<file path="src/rtl/return_stack.sv">
// Call/return stack for the decode stage: circular storage, separate occupancy
// count, sticky overflow/underflow flags and a selectable full-stack policy.
module return_stack #(
  parameter  int WORD_LENGTH = 12,
  parameter  int DEPTH       = 8,
  parameter  int WRAP_MODE   = 0,
  localparam int CW          = $clog2(DEPTH + 1)
) (
  input  logic                   clk,
  input  logic                   rst,
  input  logic                   push,
  input  logic                   pop,
  input  logic                   stall,
  input  logic [WORD_LENGTH-1:0] in,
  output logic [WORD_LENGTH-1:0] result,
  output logic [CW-1:0]          count,
  output logic                   empty,
  output logic                   full,
  output logic                   overflow,
  output logic                   underflow,
  input  logic                   clear_err
);

  localparam int              PW       = $clog2(DEPTH);
  localparam logic [PW-1:0]   LAST_IDX = PW'(DEPTH - 1);
  localparam logic [CW-1:0]   FULL_CNT = CW'(DEPTH);

  logic [WORD_LENGTH-1:0] r_mem [DEPTH];
  logic [PW-1:0]          r_tp;
  logic [CW-1:0]          r_count;
  logic                   r_overflow;
  logic                   r_underflow;

  logic [PW-1:0]          w_tp_inc;
  logic [PW-1:0]          w_tp_dec;
  logic [PW-1:0]          w_wr_idx;
  logic                   w_empty;
  logic                   w_full;
  logic                   w_push;
  logic                   w_pop;
  logic                   w_do_push;
  logic                   w_do_pop;
  logic                   w_do_replace;
  logic                   w_wrap_push;
  logic                   w_ovf_evt;
  logic                   w_unf_evt;
  logic                   w_wr_en;

  // push and pop are single-cycle request strobes with no handshake: each one
  // is acted on at the edge it is sampled high unless stall or rst masks it.

  // Explicit wrap compares keep the pointer legal for non-power-of-2 DEPTH.
  always_comb begin
    w_tp_inc = (r_tp == LAST_IDX) ? '0 : r_tp + PW'(1);
    w_tp_dec = (r_tp == '0) ? LAST_IDX : r_tp - PW'(1);
  end

  assign w_empty = (r_count == '0);
  assign w_full  = (r_count == FULL_CNT);

  assign w_push = push & ~stall;
  assign w_pop  = pop  & ~stall;

  // Push+pop on a non-empty stack rewrites the top; on an empty one it is a push.
  assign w_do_replace = w_push & w_pop & ~w_empty;
  assign w_do_push    = w_push & (~w_pop | w_empty) & ~w_full;
  assign w_wrap_push  = w_push & ~w_pop & w_full & (WRAP_MODE != 0);
  assign w_do_pop     = w_pop & ~w_push & ~w_empty;

  assign w_ovf_evt = w_push & ~w_pop & w_full;
  assign w_unf_evt = w_pop & ~w_push & w_empty;

  assign w_wr_en  = ~rst & (w_do_push | w_wrap_push | w_do_replace);
  assign w_wr_idx = w_do_replace ? w_tp_dec : r_tp;

  always_ff @(posedge clk) begin
    if (rst) begin
      r_tp        <= '0;
      r_count     <= '0;
      r_overflow  <= 1'b0;
      r_underflow <= 1'b0;
    end else begin
      if (w_do_push) begin
        r_tp    <= w_tp_inc;
        r_count <= r_count + CW'(1);
      end else if (w_wrap_push) begin
        r_tp    <= w_tp_inc;
      end else if (w_do_pop) begin
        r_tp    <= w_tp_dec;
        r_count <= r_count - CW'(1);
      end
      // A new error event wins over a same-cycle clear.
      r_overflow  <= w_ovf_evt | (r_overflow  & ~clear_err);
      r_underflow <= w_unf_evt | (r_underflow & ~clear_err);
    end
  end

  // Storage is never reset; only the pointer and count define validity.
  always_ff @(posedge clk) begin
    if (w_wr_en) begin
      r_mem[w_wr_idx] <= in;
    end
  end

  assign result    = w_empty ? '0 : r_mem[w_tp_dec];
  assign count     = r_count;
  assign empty     = w_empty;
  assign full      = w_full;
  assign overflow  = r_overflow;
  assign underflow = r_underflow;

endmodule
</file>
<file path="config.mk">
export PLATFORM = sky130hd
export DESIGN_NAME = return_stack
export DESIGN_NICKNAME = d
export VERILOG_FILES = /design/src/rtl/return_stack.sv
export SDC_FILE = /design/constraint.sdc
export NUM_CORES = 1
export LEC_CHECK = 0
export ABC_AREA = 1
export CAP_MARGIN = 20
export CORE_MARGIN = 2
export CORE_UTILIZATION = 57
export DETAILED_ROUTE_END_ITERATION = 10
export PLACE_DENSITY_LB_ADDON = 0.3
export SETUP_SLACK_MARGIN = 0.2
export SLEW_MARGIN = 0
export SYNTH_ARGS = -nofsm -noshare
export SYNTH_HDL_FRONTEND = slang
export SYNTH_SLANG_ARGS = --single-unit
</file>
<file path="constraint.sdc">
create_clock -name clk -period 3.2 [get_ports clk]
set_input_delay 0.32 -clock clk [delete_from_list [all_inputs] [get_ports clk]]
set_output_delay 0.32 -clock clk [all_outputs]
set_load 0.02 [all_outputs]
</file>
==> results of run 1 <==
==> cell usage in the layout, fill, tap and decap left out, types with 5 or more instances in the layout <==
| master | count |
|---|---|
| dlygate4sd2_1 | 7 |
| inv_1 | 20 |
| o221a_2 | 10 |
| dfxtp_1 | 8 |
| clkdlybuf4s50_1 | 25 |
| nand3_1 | 5 |
| clkbuf_8 | 9 |
| buf_4 | 18 |
| o221ai_1 | 11 |
| nor2_1 | 77 |
| a21oi_1 | 6 |
| o21ai_1 | 8 |
| o21ai_0 | 47 |
| dlymetal6s2s_1 | 5 |
| nand2_1 | 40 |
| edfxtp_1 | 96 |
| ha_1 | 6 |
==> cells by family (layout without fill, tap and decap cells) <==
logic type | after synthesis | count (layout) | synth area share
flip-flops | 105 | 105 | 0.687
AND/OR/NAND/NOR | 133 | 133 | 0.125
XOR/XNOR | 1 | 1 | 0.00196
AO/OA/AOI/OAI | 90 | 90 | 0.129
adder cells (fa/ha/maj) | 6 | 6 | 0.0168
buffers and inverters | 42 | 97 | 0.0410
==> flip-flops by register name, indices dropped and copies added, names as in the netlist <==
register,flops
count,4
overflow,1
r_mem,96
r_tp,3
underflow,1
==> per-stage QoR <==
| step | util | power, mW | setup WS [ns] |
|---|---|---|---|
| finish | 0.683 | 3.64 | 0.384 |
| global route | 0.683 | 3.84 | 0.206 |
| CTS | 0.678 | 3.64 | 0.240 |
| detailed placement | 0.655 | 2.96 | 0.351 |
| global placement | 0.655 | 2.93 | 0.464 |
| floorplan | - | 2.47 | 0.985 |
==> power by group <==
group          leakage [nW]  internal (mW)  total, mW  switching, mW
Combinational         0.913          0.515       1.32          0.804
Sequential            0.939           1.55       1.59         0.0357
Clock                0.0844          0.290      0.733          0.443
Total                  1.94           2.36       3.64           1.28
==> worst max-delay path: stages (launching register included) <==
cell	delay (ns)
dfxtp_2	0.40
inv_1	0.08
ha_1	0.21
nand2_2	0.08
nand2_1	0.05
nor2_1	0.21
clkinvlp_4	0.23
buf_4	0.23
o221a_2	0.13
nor2_1	0.15
dlygate4sd2_1	0.35
==> Yosys cell counts <==
master     n
a211oi_1   1
a21oi_1    6
a31oi_1    2
a32oi_1    1
buf_1      2
buf_2      5
buf_4      1
buf_6      2
clkbuf_1   8
clkinv_1   1
dfxtp_1    9
edfxtp_1  96
ha_1       6
inv_1     21
inv_2      2
nand2_1   40
nand2_2    3
nand2_4    1
nand3_1    5
nand3_4    1
nand3b_1   1
nand4_1    1
nor2_1    77
nor2_2     3
nor2_4     1
o21ai_0   47
o21ai_1    8
o21bai_1   1
o221a_1    1
o221a_2   10
o221ai_1  11
o22ai_1    2
xnor2_1    1
==> worst max-delay path by stage <==
stage	end	slack, ns	cells after the start
5_1_grt	result[3]	0.21	11
6_report	result[4]	0.38	10
3_5_place_dp	result[4]	0.35	10
4_1_cts	result[6]	0.24	8
3_3_place_gp	result[4]	0.46	10
2_1_floorplan	r_mem[2][0]	0.99	10
==> layout make-up <==
cell class | count | area share
inverters | 24 | 0.0185
clock buffers | 9 | 0.0237
repair buffers | 57 | 0.104
clock inverters | 7 | 0.0103
well taps | 102 | 0.0244
flip-flops and latches | 105 | 0.587
multi-input cells | 230 | 0.233
==> repair_timing <==
item / in CTS / in global routing
setup endpoints to repair: 12 / 5
gates resized for setup: 10 / 10
buffers inserted: 0 / 1
==> layer usage <==
| layer | share of wire | routed length (µm) |
|---|---|---|
| met5 | 0 | 0 |
| met4 | 0.017 | 155 |
| met3 | 0.064 | 579 |
| met2 | 0.50 | 4510 |
| met1 | 0.42 | 3790 |
==> run summary, run 1 <==
Outcome = complete, no violations
CTS Hold Bufs = 0
Register area = 3060 µm²
DRT Pass-1 Iters = 5
Vias per cell = 5.71
Pin count of the biggest net entering global routing = 50
P_leak = 1.94 nW
Clk slew on worst S/H paths = 0.10 ns
Setup TNS = 0 ns
Synth Register Bits = 105
Area leader, netlist = edfxtp_1
Yosys warnings = 0
Post-DP Area = 5010 µm²
Nets = 451
RSZ-0062 raised after global routing = false
Tightest Pin Transition = 0.445 ns
Die H = 92.5 µm
ANT cells = 0
CP endpoint kind = output pin
Clock root cell = clkbuf_8
Share of cells above drive strength 1 = 0.132
Routability cong. = 0.762
Boundary Pins = 38
Routing usage on met2 = 0.382
Clock Latency Late Sink = 0.35 ns
Crit path launch type = register
Filler cells = 540
Drt total wl = 9.03 mm
P per Cell Area = 698 nW/µm²
Reg2reg end = r_mem[7][10]
Number of buffers added on ports = 37
Chip width = 92.5 µm
CP max FO = 8
Crit path from = r_tp[0]
CP required = 2.88 ns
CTS Buffer Depth = 2
GR Overflow Total = 0
Cell Rows = 32
Global-route wire length before repair = 14.2 mm
Total GRT Usage = 0.222
Cells after Synth = 377
Synth Cell Area = 4460 µm²
Max_slew headroom = 0.702
Hpwl dp = 5.57 mm
Drc violations = 0
WL/cell = 16.9 µm
Period utilisation layout = 0.880
Area Growth Syn to Fin = 17.1%
Die Footprint = 8550 µm²
Ranking of synthesized cells by area = edfxtp_1, nor2_1, o21ai_0, dfxtp_1, nand2_1
H-tree levels = 3
Initial Util = 0.583
Slew Limit Fails = 0
CTS Buf Count = 9
VDD IR-drop max = 482 µV
Worst Hold Slack = 0.472 ns
Placed Instances = 517
CTS tree = yes
Final hold vios = 0
Setup CP Type = register to output pin
GR Util met1 = 0.281
Design Area, Final = 5220 µm²
Grt met3 use = 0.0480
Gr busiest metal = met2
Syn Area/Cell = 11.8 µm²
R2R Path Start = count[0]
Core outline area = 7650 µm²
Hold crit path type = register to register
R2R depth = 7
Yosys cell types = 33
Reg2reg setup slack = 0.59 ns
Final setup violating endpoints = 0
Vias in the first global route = 2974
Minimum clock period = 2.82 ns
CTS Sinks = 105
Initial antenna violation count = 0
Area of the multi-input gates = 1210 µm²
Starting DRC count in detailed routing = 310
Hold path depth = 2
Final ANT Viol Nets = 0
Arrival time at the worst endpoint = 2.50 ns
Worst Hold Endpoint = overflow
Synthesized Nets = 401
Non-filler cells, final = 534
Fmax = 355 MHz
Total of max-cap violations = 0
Seq/Total Area, Yosys = 0.687
Hold Path Origin = overflow
Synth top area share = 0.646
Clk_skew = 0.00711 ns
Vias = 3051
(Power assumes the default switching activity.)
==> inputs of run 2 (changes only) <==
--- a/config.mk
+++ b/config.mk
@@ -5,13 +5,12 @@
 export SDC_FILE = /design/constraint.sdc
 export NUM_CORES = 1
 export LEC_CHECK = 0
-export ABC_AREA = 1
 export CAP_MARGIN = 20
 export CORE_MARGIN = 2
-export CORE_UTILIZATION = 57
+export CORE_UTILIZATION = 51
 export DETAILED_ROUTE_END_ITERATION = 10
 export PLACE_DENSITY_LB_ADDON = 0.3
-export SETUP_SLACK_MARGIN = 0.2
+export SETUP_SLACK_MARGIN = 0.4
 export SLEW_MARGIN = 0
 export SYNTH_ARGS = -nofsm -noshare
 export SYNTH_HDL_FRONTEND = slang
==> constraint.sdc (replaced) <==
create_clock -name clk -period 2.42 [get_ports clk]
set_input_delay 0.242 -clock clk [delete_from_list [all_inputs] [get_ports clk]]
set_output_delay 0.242 -clock clk [all_outputs]
set_load 0.02 [all_outputs]
==> run summary, run 2 <==
Synth Area in Adders = 0.0172
CTS tree = yes
Max_slew headroom = 0.581
Simple-gate share of the synthesized area = 0.0457
CP max FO = 6
Cells after Synth = 243
Fmax = 410 MHz
Period utilisation layout = 1.01
Clk_skew = 0.0145 ns
Pint = 3.16 mW
Initial antenna violation count = 0
ANT cells = 0
Yosys warnings = 0
Clock Latency Late Sink = 0.36 ns
Final setup violating endpoints = 4
CTS Hold Bufs = 0
WL/cell = 23.2 µm
Ranking of synthesized cells by area = edfxtp_1, mux4_2, dfxtp_1, a22o_1, ha_1
Synth Cell Area = 4350 µm²
Synth Register Bits = 105
Vias = 2836
VDD IR-drop max = 501 µV
Comb power frac = 0.319
CTS Sinks = 105
GR Overflow Total = 0
Post-synthesis xor/xnor area fraction = 0.00402
Max FFs per register = 96
Routability cong. = 0.855
Async SR Flop Fraction = 0
Synth top area share = 0.662
Global-route wire length before repair = 16.0 mm
Clock root cell = clkbuf_8
Count leader, synth = edfxtp_1
Total GRT Usage = 0.245
Seq/Total Area, Yosys = 0.704
Commonest non-fill, non-tap cell in the layout = edfxtp_1
Die H = 96.4 µm
Final ANT Viol Nets = 0
Core outline area = 8260 µm²
Die Footprint = 9290 µm²
Setup CP Type = register to output pin
Crit path launch type = register
Drt total wl = 11.0 mm
Drc violations = 0
Worst Hold Slack = 0.434 ns
CP endpoint kind = output pin
Outcome = finished with violations
CP required = 2.18 ns
Chip width = 96.4 µm
CTS Buffer Depth = 2
Tightest Pin Transition = 0.627 ns
Final hold vios = 0
Cell Rows = 33
Place WS = -0.0132 ns
Hold crit path type = primary input to register
Number of buffers added on ports = 37
Share of cells above drive strength 1 = 0.508
Post-synthesis mux area share = 0.129
Largest register by flop count = r_mem
Arrival time at the worst endpoint = 2.20 ns
RSZ-0062 raised after global routing = true
Design Area, Final = 6340 µm²
Sw frac = 0.297
H-tree levels = 3
Pin count of the biggest net entering global routing = 20
Slew Limit Fails = 0
Nets = 387
Area leader, netlist = edfxtp_1
P per Cell Area = 709 nW/µm²
Final setup margin = -0.0192 ns
Syn Area/Cell = 17.9 µm²
DRT Pass-1 Iters = 4
Most common library cells after synthesis = edfxtp_1, mux4_2, nor2_1
Clk slew on worst S/H paths = 0.10 ns
Compound-gate portion of the synthesized area = 0.0779
Clk pwr share = 0.225
Flop pwr share = 0.455
Boundary Pins = 38
Number of synthesized flops with an enable pin = 96
Vias per cell = 6.00
Starting DRC count in detailed routing = 189
P_leak = 2.24 nW
Filler cells = 433
Total of max-cap violations = 0
Sw power = 1.33 mW
Post-DP Area = 5370 µm²
Vias in the first global route = 2843
Initial Util = 0.527
CTS Buf Count = 9
Area Growth Syn to Fin = 45.6%
Commonest cells after routing, fill and taps aside = edfxtp_1, buf_4, buf_6
Minimum clock period = 2.44 ns
Yosys cell types = 39
Synth Flop Type = edfxtp_1
Hpwl dp = 5.66 mm
Main combinational cell family by area after synthesis = multiplexers
Synthesized Nets = 267
Violated checks = setup timing
Total power = 4.50 mW
[run 2: cell count changes in the layout (fill, tap and decap cells not counted), sizes merged, moves of 5 or more]
cell / previous run / this run
a22o: 0 / 12
buf: 20 / 94
dlygate4sd2: 7 / 2
dlymetal6s2s: 5 / 0
inv: 24 / 9
mux4: 0 / 24
nand2: 44 / 3
nor2: 81 / 19
nor3: 0 / 6
o21ai: 55 / 4
o221a: 11 / 0
o221ai: 11 / 0
[run 2: power groups by stage]
stage / sequential, mW / clock [mW] / combinational (mW)
2_1_floorplan: 2.10 / 0 / 0.606
4_1_cts: 2.05 / 1.02 / 1.29
3_3_place_gp: 2.09 / 0 / 1.06
3_5_place_dp: 2.09 / 0 / 1.07
6_report: 2.05 / 1.01 / 1.44
5_1_grt: 2.05 / 1.10 / 1.51
[run 2: what timing repair did]
item                                    in CTS  in global routing
endpoints found under the setup margin     113                112
gates resized for setup                    120                 25
hold endpoints to repair                     0                  0
pin swaps                                   24                 13
buffers inserted                            28                 10
cloned                                       5                  1
[run 2: worst max-delay path: stages, from the launching register on]
cell	delay, ns
dfxtp_2	0.33
inv_2	0.08
ha_4	0.16
nand2b_4	0.08
nand2_8	0.12
buf_12	0.15
mux4_2	0.52
a22o_4	0.27
buf_6	0.13
[run 2: cell type report]
type / count / area (µm²) / area share
Clock buffer: 9 / 124 / 0.0195
Clock inverter: 7 / 65.1 / 0.0103
Inverter: 7 / 36.3 / 0.00572
Multi-Input combinational cell: 120 / 1510 / 0.239
Sequential cell: 105 / 3080 / 0.486
Tap cell: 105 / 131 / 0.0207
Timing Repair Buffer: 120 / 1390 / 0.219
[run 2: logic make-up (layout without fill, tap and decap cells)]
family                   count (synthesis)  after routing
flip-flops                             105            105
AO/OA/AOI/OAI                           46             46
AND/OR/NAND/NOR                         40             40
multiplexers                            26             26
buffers and inverters                   18            143
adder cells (fa/ha/maj)                  6              6
XOR/XNOR                                 2              2
[run 2: path summary, 6_finish.rpt]
check                           startpoint     endpoint  slack, ns  cells after the start
worst max-delay path               r_tp[0]    result[1]      -0.02                      8
worst min-delay path                   pop    underflow       0.43                      3
worst max register to register    count[3]  r_mem[2][6]       0.14                      9
worst min register to register    overflow     overflow       0.50                      2
[run 2: stage by stage]
stage	util	setup TNS (ns)	instances
floorplan	-	0	243
global placement	0.650	-0.00223	413
detailed placement	0.650	-0.0132	413
CTS	0.740	-0.00623	462
global route	0.768	-0.634	473
finish	0.768	-0.0395	473
[run 2: layer usage]
layer | vias up | wire (µm) | global-route usage
met5 | - | 0 | 0
met1 | 1434 | 4260 | 0.336
li1 | 1248 | - | -
met2 | 131 | 5520 | 0.397
met3 | 23 | 866 | 0.0574
met4 | 0 | 335 | 0.0704
==> inputs of run 3 (changes only) <==
--- a/config.mk
+++ b/config.mk
@@ -9,6 +9,7 @@
 export CORE_MARGIN = 2
 export CORE_UTILIZATION = 51
 export DETAILED_ROUTE_END_ITERATION = 10
+export GPL_TIMING_DRIVEN = 0
 export PLACE_DENSITY_LB_ADDON = 0.3
 export SETUP_SLACK_MARGIN = 0.4
 export SLEW_MARGIN = 0
==> run summary, run 3 (same netlist as run 2, synthesis figures left out) <==
Outcome = finished with violations
Violated checks = setup timing
H-tree levels = 3
WL/cell = 24.5 µm
CTS Buffer Depth = 2
CTS Hold Bufs = 0
Total GRT Usage = 0.243
Clk slew on worst S/H paths = 0.10 ns
Total of max-cap violations = 0
Drc violations = 0
P per Cell Area = 727 nW/µm²
Final hold vios = 0
CP top delay family = multiplexers
CP endpoint kind = output pin
Die Footprint = 9290 µm²
Non-filler cells, final = 452
ANT cells = 0
Vias per cell = 6.19
Die H = 96.4 µm
Largest register by flop count = r_mem
Hpwl dp = 5.36 mm
Slowest cell on crit path = mux4_2
Max_slew headroom = 0.518
Worst Hold Slack = 0.505 ns
CP max FO = 6
Commonest non-fill, non-tap cell in the layout = edfxtp_1
Final setup margin = -0.0677 ns
Share of cells above drive strength 1 = 0.478
Nets = 366
Starting DRC count in detailed routing = 192
Initial antenna violation count = 0
P_leak = 2.13 nW
RSZ-0062 raised after global routing = true
WP buf/inv = 4
Vias in the first global route = 2771
Post-layout util = 0.747
Final ANT Viol Nets = 0
CP required = 2.18 ns
Setup TNS = -0.413 ns
Commonest cells after routing, fill and taps aside = edfxtp_1, buf_4, buf_6, mux4_2, clkdlybuf4s50_1
Tightest Pin Transition = 0.717 ns
Slew Limit Fails = 0
Initial Util = 0.527
CTS tree = yes
Drt total wl = 11.1 mm
CTS Buf Count = 9
Worst path cell trace = inv_6, ha_4, nand2b_4, nand2_8, buf_6, buf_16, mux4_2, a22o_1, buf_6
Fmax = 402 MHz
GR Overflow Total = 0
Placed Instances = 385
Pin count of the biggest net entering global routing = 18
Cell Rows = 33
Clk_skew = 0.0183 ns
Area Growth Syn to Fin = 41.7%
Arrival time at the worst endpoint = 2.25 ns
Clock root cell = clkbuf_8
Place WS = -0.594 ns
CTS Sinks = 105
Setup CP Type = register to output pin
Critical Path Max Stage Delay = 0.49 ns
Clock Latency Late Sink = 0.37 ns
Final setup violating endpoints = 12
Core outline area = 8260 µm²
Area of the multi-input gates = 1560 µm²
Register area = 3080 µm²
Vias = 2800
Routability cong. = 0.857
VDD IR-drop max = 419 µV
CP most frequent cell = buf_6
Global-route wire length before repair = 15.9 mm
Chip width = 96.4 µm
DRT Pass-1 Iters = 4
Filler cells = 455
Crit path launch type = register
Hold crit path type = register to register
Number of buffers added on ports = 37
Max FFs per register = 96
Period utilisation layout = 1.03
Minimum clock period = 2.49 ns
Boundary Pins = 38
[run 3: cell type report]
type                    instances  share of cell area
plain buffers                  11              0.0223
clock buffers                  11              0.0213
clock inverters                 5              0.0103
inverters                       7             0.00750
multi-input cells             120               0.252
flip-flops and latches        105               0.500
well taps                     105              0.0213
repair buffers                 88               0.165
[run 3: routing by layer]
| metal | wire length [µm] | share of wire | GRT usage |
|---|---|---|---|
| met5 | 0 | 0 | 0 |
| met4 | 292 | 0.026 | 0.0833 |
| met3 | 880 | 0.079 | 0.0512 |
| met2 | 5560 | 0.50 | 0.385 |
| met1 | 4360 | 0.39 | 0.341 |
[run 3: worst paths after layout]
check / startpoint / end / slack [ns] / cells past startpoint
setup / recovery: r_tp[1] / result[7] / -0.07 / 9
setup reg to reg: count[0] / count[3] / 0.12 / 10
hold reg to reg: underflow / underflow / 0.51 / 2
hold / removal: underflow / underflow / 0.51 / 2
[run 3: worst min-delay path, cell delays in order (launching register included)]
cell,delay (ns)
dfxtp_1,0.35
a32oi_1,0.06
nor2_1,0.07
[run 3: power by group]
| group | internal, mW | switching (mW) | total, mW |
|---|---|---|---|
| sequential | 2.02 | 0.0317 | 2.05 |
| clock | 0.487 | 0.590 | 1.08 |
| combinational | 0.669 | 0.684 | 1.35 |
| total | 3.18 | 1.31 | 4.48 |
[run 3: what timing repair did]
| action | in CTS | in global routing |
|---|---|---|
| buffers inserted | 34 | 12 |
| endpoints found under the setup margin | 112 | 112 |
| cloned | 5 | 0 |
| pin swaps | 24 | 21 |
| hold endpoints to repair | 0 | 0 |
| resized for setup | 127 | 28 |
[run 3: metrics by stage]
step	power [mW]	cell area (µm²)
floorplan	2.71	4510
global placement	3.03	5010
detailed placement	3.04	5010
CTS	4.34	5950
global route	4.64	6170
finish	4.48	6170
